<file path="config.mk">
export PLATFORM = sky130hd
export DESIGN_NAME = fmap_streamer_flat
export DESIGN_NICKNAME = d
export VERILOG_FILES = /design/src/rtl/fmap_streamer_if.sv /design/src/rtl/fmap_streamer.sv /design/src/flat_wrapper.sv
export SDC_FILE = /design/constraint.sdc
export NUM_CORES = 1
export LEC_CHECK = 0
export CORE_MARGIN = 2
export CORE_UTILIZATION = 49
export DETAILED_ROUTE_END_ITERATION = 8
export GPL_TIMING_DRIVEN = 0
export PLACE_DENSITY = 0.88
export SLEW_MARGIN = 20
export SYNTH_ARGS = -nofsm -noshare
export SYNTH_HDL_FRONTEND = slang
export SYNTH_SLANG_ARGS = --single-unit
</file>
<file path="constraint.sdc">
create_clock -name clk -period 3.3 [get_ports clk]
set_input_delay 0.495 -clock clk [delete_from_list [all_inputs] [get_ports clk]]
set_output_delay 0.495 -clock clk [all_outputs]
set_load 0.01 [all_outputs]
</file>
<file path="src/rtl/fmap_streamer_if.sv">
// Bundles the SRAM read port and the pixel stream that fmap_streamer drives.
interface fmap_streamer_if #(
    parameter int AW = 10,
    parameter int DW = 24
);
    logic          mem_ren;
    logic [AW-1:0] mem_addr;
    logic [DW-1:0] mem_rdata;
    logic          valid;
    logic [DW-1:0] D;

    modport master (
        output mem_ren, mem_addr, valid, D,
        input  mem_rdata
    );

    modport slave (
        input  mem_ren, mem_addr, valid, D,
        output mem_rdata
    );
endinterface

</file>
<file path="src/rtl/fmap_streamer.sv">
// Streams an NH x NW feature map out of 1-cycle-latency SRAM in raster order,
// with ROW_GAP idle cycles between rows and PAD trailing rows of zero pixels.
module fmap_streamer #(
    parameter int KER_SIZE = 3,
    parameter int BITWIDTH = 8,
    parameter int NFMAPS   = 3,
    parameter int NW       = 32,
    parameter int NH       = 32,
    parameter int PAD      = 1,
    parameter int ROW_GAP  = 1,
    parameter int AW       = 10
) (
    input  logic            clk,
    input  logic            rstn,
    input  logic            start,
    input  logic            hold,
    input  logic [AW-1:0]   base_addr,
    output logic            busy,
    output logic            done,
    fmap_streamer_if.master bus
);
    localparam int DW   = NFMAPS * BITWIDTH;
    localparam int ROWS = NH + PAD;
    localparam int CW   = (NW > 1) ? $clog2(NW) : 1;
    localparam int RW   = $clog2(ROWS + 1);
    localparam int GW   = (ROW_GAP > 1) ? $clog2(ROW_GAP) : 1;
    localparam logic [GW-1:0] GAP_LAST = (ROW_GAP > 0) ? GW'(ROW_GAP - 1) : '0;

    localparam logic [2:0] IDLE  = 3'd0;
    localparam logic [2:0] ROW   = 3'd1;
    localparam logic [2:0] GAP   = 3'd2;
    localparam logic [2:0] BPAD  = 3'd3;
    localparam logic [2:0] DRAIN = 3'd4;

    if (KER_SIZE <= PAD) begin : g_cfg_check
        $error("fmap_streamer: KER_SIZE must exceed PAD");
    end

    logic [2:0]    state_q, state_d;
    logic [CW-1:0] col_q, col_d;
    logic [RW-1:0] row_q, row_d;
    logic [GW-1:0] gap_q, gap_d;
    logic [AW-1:0] addr_q, addr_d;
    logic          s1_v_q, s1_v_d;
    logic          s1_pad_q, s1_pad_d;
    logic          valid_q, valid_d;
    logic [DW-1:0] d_q, d_d;
    logic          done_q, done_d;
    logic          issue, issue_pad;
    logic          row_end, last_row;

    assign row_end  = (col_q == CW'(NW - 1));
    assign last_row = (row_q == RW'(ROWS - 1));

    always_comb begin
        state_d   = state_q;
        col_d     = col_q;
        row_d     = row_q;
        gap_d     = gap_q;
        addr_d    = addr_q;
        done_d    = 1'b0;
        issue     = 1'b0;
        issue_pad = 1'b0;
        case (state_q)
            IDLE: begin
                if (start) begin
                    state_d = ROW;
                    addr_d  = base_addr;
                    col_d   = '0;
                    row_d   = '0;
                    gap_d   = '0;
                end
            end
            ROW, BPAD: begin
                if (!hold) begin
                    issue     = 1'b1;
                    issue_pad = (state_q == BPAD);
                    // Image rows are contiguous, so the address simply increments.
                    if (state_q == ROW) addr_d = addr_q + AW'(1);
                    if (row_end) begin
                        col_d = '0;
                        row_d = row_q + RW'(1);
                        if (last_row)                 state_d = DRAIN;
                        else if (ROW_GAP > 0)         state_d = GAP;
                        else if (row_q < RW'(NH - 1)) state_d = ROW;
                        else                          state_d = BPAD;
                    end else begin
                        col_d = col_q + CW'(1);
                    end
                end
            end
            GAP: begin
                if (!hold) begin
                    if (gap_q == GAP_LAST) begin
                        gap_d   = '0;
                        state_d = (row_q < RW'(NH)) ? ROW : BPAD;
                    end else begin
                        gap_d = gap_q + GW'(1);
                    end
                end
            end
            DRAIN: begin
                // Last issue sits in stage 1 here; once it moves to the output, finish.
                if (!s1_v_q) begin
                    state_d = IDLE;
                    done_d  = 1'b1;
                end
            end
            default: state_d = IDLE;
        endcase
    end

    always_comb begin
        s1_v_d   = issue;
        s1_pad_d = issue_pad;
        valid_d  = s1_v_q;
        d_d      = (s1_v_q && !s1_pad_q) ? bus.mem_rdata : '0;
    end

    always_ff @(posedge clk or negedge rstn) begin
        if (!rstn) begin
            state_q  <= IDLE;
            col_q    <= '0;
            row_q    <= '0;
            gap_q    <= '0;
            addr_q   <= '0;
            s1_v_q   <= 1'b0;
            s1_pad_q <= 1'b0;
            valid_q  <= 1'b0;
            d_q      <= '0;
            done_q   <= 1'b0;
        end else begin
            state_q  <= state_d;
            col_q    <= col_d;
            row_q    <= row_d;
            gap_q    <= gap_d;
            addr_q   <= addr_d;
            s1_v_q   <= s1_v_d;
            s1_pad_q <= s1_pad_d;
            valid_q  <= valid_d;
            d_q      <= d_d;
            done_q   <= done_d;
        end
    end

    assign bus.mem_ren  = issue && !issue_pad;
    assign bus.mem_addr = addr_q;
    assign bus.valid    = valid_q;
    assign bus.D        = d_q;
    assign busy         = (state_q != IDLE);
    assign done         = done_q;
endmodule
</file>
<file path="src/flat_wrapper.sv">
// flat-port wrapper written by rule: the top's interface ports become plain ports
module fmap_streamer_flat 
#(
    parameter int KER_SIZE = 3,
    parameter int BITWIDTH = 8,
    parameter int NFMAPS   = 3,
    parameter int NW       = 32,
    parameter int NH       = 32,
    parameter int PAD      = 1,
    parameter int ROW_GAP  = 1,
    parameter int AW       = 10
)
  (clk, rstn, start, hold, base_addr, busy, done, bus_mem_ren, bus_mem_addr, bus_valid, bus_D, bus_mem_rdata);
  fmap_streamer_if #(.AW(AW)) bus_i ();
  input  logic clk;
  input  logic rstn;
  input  logic start;
  input  logic hold;
  input  logic [AW-1:0] base_addr;
  output logic busy;
  output logic done;
  output wire logic [$bits(bus_i.mem_ren)-1:0] bus_mem_ren;
  output wire logic [$bits(bus_i.mem_addr)-1:0] bus_mem_addr;
  output wire logic [$bits(bus_i.valid)-1:0] bus_valid;
  output wire logic [$bits(bus_i.D)-1:0] bus_D;
  input wire logic [$bits(bus_i.mem_rdata)-1:0] bus_mem_rdata;
  assign bus_mem_ren = bus_i.mem_ren;
  assign bus_mem_addr = bus_i.mem_addr;
  assign bus_valid = bus_i.valid;
  assign bus_D = bus_i.D;
  assign bus_i.mem_rdata = bus_mem_rdata;
  fmap_streamer #(.KER_SIZE(KER_SIZE), .BITWIDTH(BITWIDTH), .NFMAPS(NFMAPS), .NW(NW), .NH(NH), .PAD(PAD), .ROW_GAP(ROW_GAP), .AW(AW)) u_core (.clk(clk), .rstn(rstn), .start(start), .hold(hold), .base_addr(base_addr), .busy(busy), .done(done), .bus(bus_i));
endmodule
</file>
==> results of run 1 <==
cells in the final DEF, fill, tap and decap left out, types with 3 or more instances in the layout:
cell,count
a21o_1,3
a21oi_1,13
a2bb2oi_1,4
and2_1,25
and3_1,4
buf_2,6
clkbuf_1,4
clkbuf_8,7
clkdlybuf4s50_1,74
dfrtp_1,52
ha_1,5
inv_1,6
mux2_2,3
nand2_1,20
nand2b_1,4
nand3_1,9
nand4_1,5
nor2_1,9
nor3_1,5
o21ai_0,18
o22ai_1,3
report_power, final:
group	internal [uW]	switching, uW	leakage [uW]
registers	740	122	0.000656
clock network	187	195	0.0000503
logic	283	194	0.000711
cell families (layout without fill, tap and decap cells):
family	Yosys count	count (layout)	synth area share, %
compound gates	54	54	14.95
xor+xnor	1	1	0.3764
fa+ha+maj	5	5	2.688
buf+inv	16	99	3.172
flops	52	52	55.91
mux	4	4	1.882
simple gates	90	90	21.02
sequential cells by signal, indices dropped and copies added (netlist names):
| register | cells |
|---|---|
| u_core.row_q | 6 |
| u_core.s1_pad_q | 1 |
| u_core.bus.D | 24 |
| u_core.done | 1 |
| u_core.bus.valid | 1 |
| u_core.bus.mem_addr | 10 |
| u_core.state_q | 3 |
| u_core.col_q | 5 |
| u_core.s1_v_q | 1 |
worst max-delay path: stages, from the launching register on:
cell	delay [ns]
dfrtp_1	0.37
buf_2	0.20
nand2b_1	0.10
clkbuf_1	0.25
nor3_1	0.20
clkdlybuf4s50_1	0.56
path summary, 6_finish.rpt:
check | start | to | slack [ns]
worst min register to register | u_core.s1_v_q$_DFF_PN0_ | u_core.bus.valid$_DFF_PN0_ | 0.41
worst max-delay path | u_core.state_q[0]$_DFFE_PN0P_ | bus_mem_ren | 0.81
min in group clk | u_core.s1_v_q$_DFF_PN0_ | u_core.bus.valid$_DFF_PN0_ | 0.41
worst min-delay path | rstn | u_core.s1_v_q$_DFF_PN0_ | 0.16
worst max register to register | u_core.col_q[0]$_DFFE_PN0P_ | u_core.row_q[4]$_DFFE_PN0P_ | 1.28
max in group asynchronous | rstn | u_core.bus.D[8]$_DFF_PN0_ | 2.60
routing by layer:
metal,up-vias,share of wire [%],GRT usage [%]
met2,84,51,33.64
met3,8,9.1,8.564
met1,946,39,24.66
met5,-,0,0
li1,946,-,-
met4,0,1.2,6.996
area by class of cell:
class	count	share of cell area, %
clock buffers	7	2.958
multi-input cells	154	29.24
plain buffers	10	1.575
inverters	6	0.6915
well taps	54	2.075
flip-flops and latches	52	39.95
repair buffers	76	23.51
metrics by stage:
step	hold WS (ns)	cells	util [%]	worst slack (ns)	power, uW
2_1_floorplan	0.1994	222	-	1.474	1080
3_3_place_gp	0.3918	351	67.49	0.2899	1323
3_5_place_dp	0.3940	352	67.81	1.005	1352
4_1_cts	0.1901	359	69.88	0.7720	1732
5_1_grt	0.2088	359	69.88	0.6726	1826
6_report	0.1647	359	69.88	0.8057	1721
==> metrics.md, run 1 <==
| Metric | Value |
|---|---|
| Status | finished, final reports clean |
| Post-cts resize count | 0 |
| Cell with the most instances after synthesis | dfrtp_1 |
| Dpl cell area | between 0.003 and 0.004 mm^2 |
| Height of the die | about 73 um |
| Setup CP Type | reg2out |
| Worst Hold Class | in2async |
| Filler instances | ~370 |
| Fmax | around 0.4 GHz |
| Seq. cell area | between 0.001 and 0.0015 mm^2 |
| Final Cell Area | between 0.003 and 0.004 mm^2 |
| Post-cts hold buffer count | 0 |
| Largest net degree at the start of global routing | 29 |
| Post-Syn Nets | 265 |
| Crit start category | flop |
| Synth Instances | 222 |
| Gr usage total | roughly a fifth |
| Crit path max fanout | 10 |
| Final Hold Viols | 0 |
| Crit path DAT | around 2 ns |
| Setup TNS Final | 0 ns |
| Worst-Margin Slew | approximately 0.55 ns |
| Ys Warns | 0 |
| Reg2reg path depth | 7 |
| Worst Clk Skew | about 0.0092 ns |
| P&R area growth vs syn | 39.95% |
| FP Rows | 25 |
| Post-synth EDFFs | 0 |
| Clock Path Buffers | 2 |
| Ys async rst share | 100.0% |
| Power density over the cells | 528.5 mW/mm^2 |
| Yosys reg bits | 52 |
| Final Max Tran Viols | 0 |
| RSZ-0062 raised after global routing | false |
| Detailed Route WL | roughly 5.2 mm |
| RePlAce Congestion | 0.8682 |
| Final clock period utilization by the worst path | 75.58% |
| H-Tree Level Count | 2 |
| TritonCTS buffer count | 5 |
| DR iter-0 viols | 89 |
| Yosys cell types | 37 |
| Chip Width | 72.92 um |
| IO Pins | 76 |
| Pre-Repair DR Iteration Count | 4 |
| DP Wirelength | ~3.9 mm |
| CTS sink count | 52 |
| Routed len/inst | about 14 um |
| Leakage | around 0.0014 uW |
| VDD IR max | about 0.37 mV |
| Number of global-route vias before repair | around 1900 |
| Initial antenna violation count | 0 |
| # Post-CTS Setup Buffers | 0 |
| Critical Path RT | 2.80 ns |
| Via count | 1984 |
| CTS tree | yes |
| Cell taking the most area after synthesis | dfrtp_1 |
| Final setup vio count | 0 |
| Core box area | ~0.0047 mm^2 |
| Largest cells by area after synthesis | dfrtp_1, and2_1, o21ai_0 |
| Commonest cells in the netlist | dfrtp_1, and2_1, nand2_1, o21ai_0, a21oi_1 |
| Root Buffer Master | clkbuf_8 |
| Total of max-cap violations | 0 |
| Initial Utilization | between 40% and 50% |
| Vias per cell | ~5.5 |
| GRT Residual Overflow | 0 |
| Detail Route Antenna Nets | 0 |
| Share of the synthesized area in the top cell type | a little under three fifths |
| First-pass GRT wire length | approximately 8.5 mm |
| Crit end category | output port |
| Final nets | around 350 |
| # diodes | 0 |
| DRC | 0 |
| Worst relative slew slack | approximately 63% |
| Post-Syn Area | about 0.0023 mm^2 |
| Worst-path clk slew | roughly 0.09 ns |
| Seq/Total Area, Yosys | between 50% and 60% |
| Mapped Avg Cell Area | 10.48 um^2 |
| Primary FF master, synth | dfrtp_1 |
| Full die area | 0.005317 mm^2 |
| Fin crit period | approximately 2.5 ns |
| Layout cells sized above 1 | 7.541% |
| Clk_lat worst skew | 0.30 ns |
| Multi-input gate area | ~950 um^2 |
| IO buf count | 75 |
Power figures use the tool's default switching activity.
==> run 2: changes to the inputs <==
--- a/config.mk
+++ b/config.mk
@@ -6,10 +6,10 @@
 export NUM_CORES = 1
 export LEC_CHECK = 0
 export CORE_MARGIN = 2
-export CORE_UTILIZATION = 49
+export CORE_UTILIZATION = 46
 export DETAILED_ROUTE_END_ITERATION = 8
 export GPL_TIMING_DRIVEN = 0
-export PLACE_DENSITY = 0.88
+export PLACE_DENSITY = 0.84
 export SLEW_MARGIN = 20
 export SYNTH_ARGS = -nofsm -noshare
 export SYNTH_HDL_FRONTEND = slang
==> constraint.sdc (replaced) <==
create_clock -name clk -period 2.55 [get_ports clk]
set_input_delay 0.3825 -clock clk [delete_from_list [all_inputs] [get_ports clk]]
set_output_delay 0.3825 -clock clk [all_outputs]
set_load 0.01 [all_outputs]
==> run 2 against run 1 <==
Against the previous run: die area increased by 6.2%; via count down 0.20%; global-route usage down 0.97 points; utilization decreased by 1.9 points; clock-buffer cell count stayed put; final cell count rose by 3.6%; clock skew shrank 0.0027 ns; worst hold slack worse by 0.076 ns; critical path depth is the same; critical path type unchanged; largest power group unchanged.
==> metrics.md, run 2 (synthesis gave the netlist of run 1 again) <==
| Metric | Value |
|---|---|
| VDD IR max | 0.3497 mV (-4.8%) |
| Setup CP Type | reg2out |
| DR WL met2 | 2.451 mm (-6.7%) |
| TritonCTS buffer count | 5 (unchanged) |
| Crit-path slowest cell | clkdlybuf4s50_1 |
| Dpl cell area | 0.003159 mm^2 (about the same) |
| Detailed Route WL | 5.257 mm (+1.2%) |
| Gr usage total | 19.63% (-0.97 points) |
| Multi-input gate area | 952.2 um^2 (unchanged) |
| CTS sink count | 52 (unchanged) |
| Leakage | 0.001407 uW (-0.77%) |
| Final Cell Area | 0.003254 mm^2 (about the same) |
| Seq. cell area | 0.001301 mm^2 (unchanged) |
| Worst-path clk slew | 0.09 ns (about the same) |
| Largest net degree at the start of global routing | 53 (+83%) |
| Pwr Total | 2213 uW (+29%) |
| Root Buffer Master | clkbuf_8 |
| Chip Width | 75.13 um (+3.0%) |
| Full die area | 0.005645 mm^2 (+6.2%) |
| Final Max Tran Viols | 0 (unchanged) |
| Status | finished, final reports clean |
| Pre-Repair DR Iteration Count | 4 (unchanged) |
| Critical Path RT | 2.17 ns (-0.63 ns) |
| FP Rows | 25 (unchanged) |
| Detail Route Antenna Nets | 0 (unchanged) |
| CTS tree | yes |
| Layout cells sized above 1 | 7.541% (unchanged) |
| Via count | 1980 (-0.20%) |
| DR iter-0 viols | 194 (+120%) |
| Crit end category | output port |
| Power density over the cells | 680.0 mW/mm^2 (+29%) |
| Final Hold Viols | 0 (unchanged) |
| Vias per cell | 5.323 (-3.7%) |
| RePlAce Congestion | 0.9173 (+5.7%) |
| Clock Path Buffers | 2 (unchanged) |
| Routed len/inst | 14.13 um (-2.4%) |
| IO buf count | 75 (unchanged) |
| Layout Utilization | 68.00% (-1.9 points) |
| Max reg flops | 24 (unchanged) |
| Total of max-cap violations | 0 (unchanged) |
| GRT Residual Overflow | 0 (unchanged) |
| First-pass GRT wire length | 8.362 mm (-1.3%) |
| H-Tree Level Count | 2 (unchanged) |
| Fin crit period | between 2 and 2.5 ns |
| # Post-CTS Setup Buffers | 0 (unchanged) |
| DP Wirelength | 3.787 mm (-2.3%) |
| Crit path DAT | 1.95 ns (-0.05 ns) |
| Final clock period utilization by the worst path | roughly 90% |
| Worst-Margin Slew | 0.6284 ns (+0.07984 ns) |
| Post-cts hold buffer count | 0 (unchanged) |
| Worst Clk Skew | 0.006418 ns (-0.002747 ns) |
| Most frequent cells in the layout | clkdlybuf4s50_1, dfrtp_1, and2_1, nand2_1, o21ai_0 |
| Final nets | 347 (-0.29%) |
| DRC | 0 (unchanged) |
| Initial antenna violation count | 0 (unchanged) |
| M1 WL | 2.105 mm (+3.6%) |
| Final hold slack | 0.08867 ns (-0.07607 ns) |
| Max layer used | met4 |
| Cells along the critical path | buf_2, nand2b_1, clkbuf_2, nor3_1, clkdlybuf4s50_1 |
| Core box area | 0.004786 mm^2 (+2.7%) |
| Fmax | roughly 0.43 GHz |
| IO Pins | 76 (unchanged) |
| Most common cell after layout, fill and taps aside | clkdlybuf4s50_1 |
| Initial Utilization | 48.63% (-1.3 points) |
| Met3 Routed Length | 628 um (+33%) |
| Setup TNS Final | 0 ns (unchanged) |
| RSZ-0062 raised after global routing | false |
| Worst relative slew slack | 58.11% (-5.3 points) |
| Height of the die | 75.13 um (+3.0%) |
| P&R area growth vs syn | 39.84% (about the same) |
| Critical Path Max Stage Delay | 0.57 ns (about the same) |
| Final setup vio count | 0 (unchanged) |
| Crit path max fanout | 10 (unchanged) |
| Number of global-route vias before repair | 1870 (-2.4%) |
| Worst Hold Class | in2async |
| Crit start category | flop |
| Clk_lat worst skew | 0.30 ns (about the same) |
| # diodes | 0 (unchanged) |
| Filler instances | 365 (-0.27%) |
run 2: changes by cell type in the layout (fill, tap and decap cells not counted), sizes merged:
cell	previous run	this run
clkinvlp	0	1
buf	8	7
run 2: worst paths after layout:
kind | startpoint | endpoint | slack (ns) | depth (start not counted)
hold reg to reg | u_core.s1_v_q$_DFF_PN0_ | u_core.bus.valid$_DFF_PN0_ | 0.41 | 0
min in group clk | u_core.s1_v_q$_DFF_PN0_ | u_core.bus.valid$_DFF_PN0_ | 0.41 | 0
hold / removal | rstn | u_core.bus.D[12]$_DFF_PN0_ | 0.09 | 1
setup reg to reg | u_core.col_q[0]$_DFFE_PN0P_ | u_core.row_q[4]$_DFFE_PN0P_ | 0.50 | 7
setup / recovery | u_core.state_q[0]$_DFFE_PN0P_ | bus_mem_ren | 0.22 | 5
max in group asynchronous | rstn | u_core.col_q[3]$_DFFE_PN0P_ | 2.03 | 1
run 2: stage by stage:
| stage | instances | setup WS [ns] |
|---|---|---|
| 6_report | 372 | 0.2206 |
| 5_1_grt | 372 | 0.05101 |
| 4_1_cts | 372 | 0.1363 |
| 3_5_place_dp | 364 | 0.3842 |
| 3_3_place_gp | 364 | -0.3706 |
| 2_1_floorplan | 222 | 0.7241 |
run 2: worst max-delay path: cells and delay by family, from the launching register on:
kind	cells	cell delay, ns
DFF	1	0.38
and+or+nand+nor	2	0.27
buffers and inverters	3	1.00
run 2: layout make-up:
type,instances,share of cell area (%)
Timing Repair Buffer,75,22.99
Sequential cell,52,39.98
Clock buffer,7,2.653
Buffer,10,1.615
Multi-Input combinational cell,154,29.26
Clock inverter,1,0.2307
Tap cell,67,2.576
Inverter,6,0.6920
run 2: what timing repair did:
| item | CTS | global route |
|---|---|---|
| hold endpoints to repair | 0 | 0 |
| setup endpoints to repair | 0 | 1 |
| resized for setup | 0 | 2 |
run 2: where the power goes:
| group | total [uW] | internal, uW | switching [uW] |
|---|---|---|---|
| clock | 478 | 221 | 258 |
| sequential | 1120 | 958 | 162 |
| combinational | 615 | 362 | 253 |
run 2: routing by layer:
metal  track usage [%]  vias to the layer above
li1                  -                      951
met4             7.602                        0
met5                 0                        -
met2             29.92                       92
met1             23.94                      929
met3             9.906                        8
==> run 3: changes to the inputs <==
--- a/config.mk
+++ b/config.mk
@@ -5,8 +5,8 @@
 export SDC_FILE = /design/constraint.sdc
 export NUM_CORES = 1
 export LEC_CHECK = 0
-export CORE_MARGIN = 2
 export CORE_UTILIZATION = 46
+export CTS_BUF_LIST = sky130_fd_sc_hd__clkbuf_16
 export DETAILED_ROUTE_END_ITERATION = 8
 export GPL_TIMING_DRIVEN = 0
 export PLACE_DENSITY = 0.84
==> constraint.sdc (replaced) <==
create_clock -name clk -period 2.3 [get_ports clk]
set_input_delay 0.345 -clock clk [delete_from_list [all_inputs] [get_ports clk]]
set_output_delay 0.345 -clock clk [all_outputs]
set_load 0.01 [all_outputs]
==> run 3 against run 2 <==
Against the previous run: setup slack lost 0.017 ns; clock-buffer cell count shrank 2; combinational power grew 11%; register-to-register slack lost 0.26 ns; power grew 20%; via count grew 0.25%; routed wire length grew 0.27%; clock skew grew 0.0014 ns; critical path type unchanged; largest cell class unchanged; largest power group unchanged.
==> metrics.md, run 3 (synthesis gave the netlist of run 1 again) <==
| Metric | Value |
|---|---|
| Status | finished, final reports clean |
| Pre-Repair DR Iteration Count | 4 (unchanged) |
| Final Cell Area | 0.003312 mm^2 (+1.8%) |
| First-pass GRT wire length | 8.673 mm (+3.7%) |
| Final setup vio count | 0 (unchanged) |
| Largest net degree at the start of global routing | 53 (unchanged) |
| Worst relative slew slack | 56.52% (-1.6 points) |
| Routed len/inst | 14.17 um (+0.27%) |
| Worst-Margin Slew | 0.6522 ns (+0.02374 ns) |
| CTS sink count | 52 (unchanged) |
| CP delay by family, top | buffers and inverters |
| Final nets | 347 (unchanged) |
| Filler instances | 376 (+3.0%) |
| Leakage | 0.001454 uW (+3.4%) |
| Critical Path RT | 1.96 ns (-0.21 ns) |
| Crit path max fanout | 10 (unchanged) |
| Chip Width | 73.13 um (-2.7%) |
| H-Tree Level Count | 2 (unchanged) |
| Met1 usage | 29.27% (+5.3 points) |
| Core box area | 0.004786 mm^2 (unchanged) |
| Initial antenna violation count | 0 (unchanged) |
| Most frequent cells in the layout | clkdlybuf4s50_1, dfrtp_1, and2_1, nand2_1, o21ai_0 |
| CP bufs+invs | 3 (unchanged) |
| Crit end category | output port |
| IO Pins | 76 (unchanged) |
| Setup CP Type | reg2out |
| Fmax | 0.4770 GHz |
| DR iter-0 viols | 137 (-29%) |
| Height of the die | 73.13 um (-2.7%) |
| Via count | 1985 (+0.25%) |
| Power density over the cells | 803.2 mW/mm^2 (+18%) |
| Detailed Route WL | 5.271 mm (+0.27%) |
| Layout Utilization | 69.20% (+1.2 points) |
| Gr usage total | 21.85% (+2.2 points) |
| Dpl cell area | 0.003159 mm^2 (unchanged) |
| Clock Path Buffers | 2 (unchanged) |
| Worst Hold Class | in2async |
| # diodes | 0 (unchanged) |
| VDD IR max | 0.4159 mV (+19%) |
| WP depth | 4 (-1) |
| FP Rows | 25 (unchanged) |
| Total of max-cap violations | 0 (unchanged) |
| Clk_lat worst skew | 0.29 ns (about the same) |
| Met3 usage | 10.64% (+0.73 points) |
| Max reg flops | 24 (unchanged) |
| Crit-path slowest cell | clkdlybuf4s50_1 |
| Setup WS pre-CTS | 0.1707 ns (-0.2135 ns) |
| Initial Utilization | 48.63% (unchanged) |
| Setup ws final | 0.2035 ns (-0.01707 ns) |
| IO buf count | 75 (unchanged) |
| Critical Path Max Stage Delay | 0.48 ns (-0.09 ns) |
| Multi-input gate area | 952.2 um^2 (unchanged) |
| Detail Route Antenna Nets | 0 (unchanged) |
| RSZ-0062 raised after global routing | false |
| Seq. cell area | 0.001301 mm^2 (unchanged) |
| Gr busiest metal | met2 |
| Number of global-route vias before repair | 1838 (-1.7%) |
| Final clock period utilization by the worst path | roughly nine tenths |
| Root Buffer Master | clkbuf_16 |
| Crit start category | flop |
| # Post-CTS Setup Buffers | 0 (unchanged) |
| Layout cells sized above 1 | 7.869% (+0.33 points) |
| Met2 Usage GRT | 31.28% (+1.4 points) |
| Final Max Tran Viols | 0 (unchanged) |
| RePlAce Congestion | 0.8731 (-4.8%) |
| GRT Residual Overflow | 0 (unchanged) |
| Cells along the critical path | buf_2, nor3_1, inv_1, clkdlybuf4s50_1 |
| DRC | 0 (unchanged) |
| P&R area growth vs syn | 42.31% |
| DP Wirelength | 3.666 mm (-3.2%) |
| Crit path DAT | 1.75 ns (-0.20 ns) |
| Full die area | 0.005348 mm^2 (-5.3%) |
| Most common cell after layout, fill and taps aside | clkdlybuf4s50_1 |
| Worst Clk Skew | 0.007803 ns (+0.001385 ns) |
| Post-cts hold buffer count | 0 (unchanged) |
| Reg2reg path depth | 7 (unchanged) |
| CTS tree | yes |
| Fin crit period | 2.096 ns |
| Worst-path clk slew | 0.07 ns (-0.02 ns) |
| Final Hold Viols | 0 (unchanged) |
| Vias per cell | 5.336 (+0.25%) |
| TritonCTS buffer count | 5 (unchanged) |
[run 3: cell types whose count changed in the layout (fill, tap and decap cells not counted), sizes merged]
cell / change
clkbuf: -2
clkdlybuf4s50: -1
clkinv: +1
dlymetal6s2s: +1
inv: +1
[run 3: what timing repair did]
item | CTS | global route
pin swaps | 0 | 0
resized for setup | 1 | 3
endpoints found under the setup margin | 1 | 1
[run 3: worst reg2reg max path, cell delays in order (launching register included)]
cell      delay (ns)
dfrtp_1         0.38
ha_1            0.20
and3_1          0.16
ha_1            0.31
nand3b_1        0.17
a21o_1          0.28
or4_1           0.41
nand3_1         0.09
[run 3: routing by layer]
layer / part of all wire [%] / wire length [um]
met1: 41 / 2148
met2: 46 / 2405
met3: 13 / 678
met4: 0.72 / 38
met5: 0 / 0
[run 3: final cells by class]
cell class	count	share of cell area [%]
Clock inverter	3	0.6422
Multi-Input combinational cell	154	28.75
Sequential cell	52	39.29
Inverter	6	0.6800
Tap cell	67	2.531
Clock buffer	5	3.778
Buffer	10	1.662
Timing Repair Buffer	75	22.67
[run 3: path summary, 6_finish.rpt]
kind,start,to,slack (ns)
min in group clk,u_core.s1_v_q$_DFF_PN0_,u_core.bus.valid$_DFF_PN0_,0.41
max,u_core.state_q[2]$_DFFE_PN0P_,busy,0.20
max in group asynchronous,rstn,u_core.state_q[2]$_DFFE_PN0P_,1.78
max reg2reg,u_core.col_q[0]$_DFFE_PN0P_,u_core.row_q[4]$_DFFE_PN0P_,0.24
min reg2reg,u_core.s1_v_q$_DFF_PN0_,u_core.bus.valid$_DFF_PN0_,0.41
min,rstn,u_core.bus.D[19]$_DFF_PN0_,0.08
[run 3: through the flow]
stage | instances | total power, uW | hold slack (ns) | setup TNS (ns)
2_1_floorplan | 222 | 1550 | 0.04941 | 0
3_3_place_gp | 364 | 1906 | 0.3905 | -32.00
3_5_place_dp | 364 | 1932 | 0.3995 | 0
4_1_cts | 372 | 2670 | 0.1044 | 0
5_1_grt | 372 | 2822 | 0.1361 | 0
6_report | 372 | 2660 | 0.07962 | 0
[run 3: where the power goes]
part / internal, uW / switching [uW]
logic: 402 / 280
registers: 1060 / 177
clock network: 405 / 333
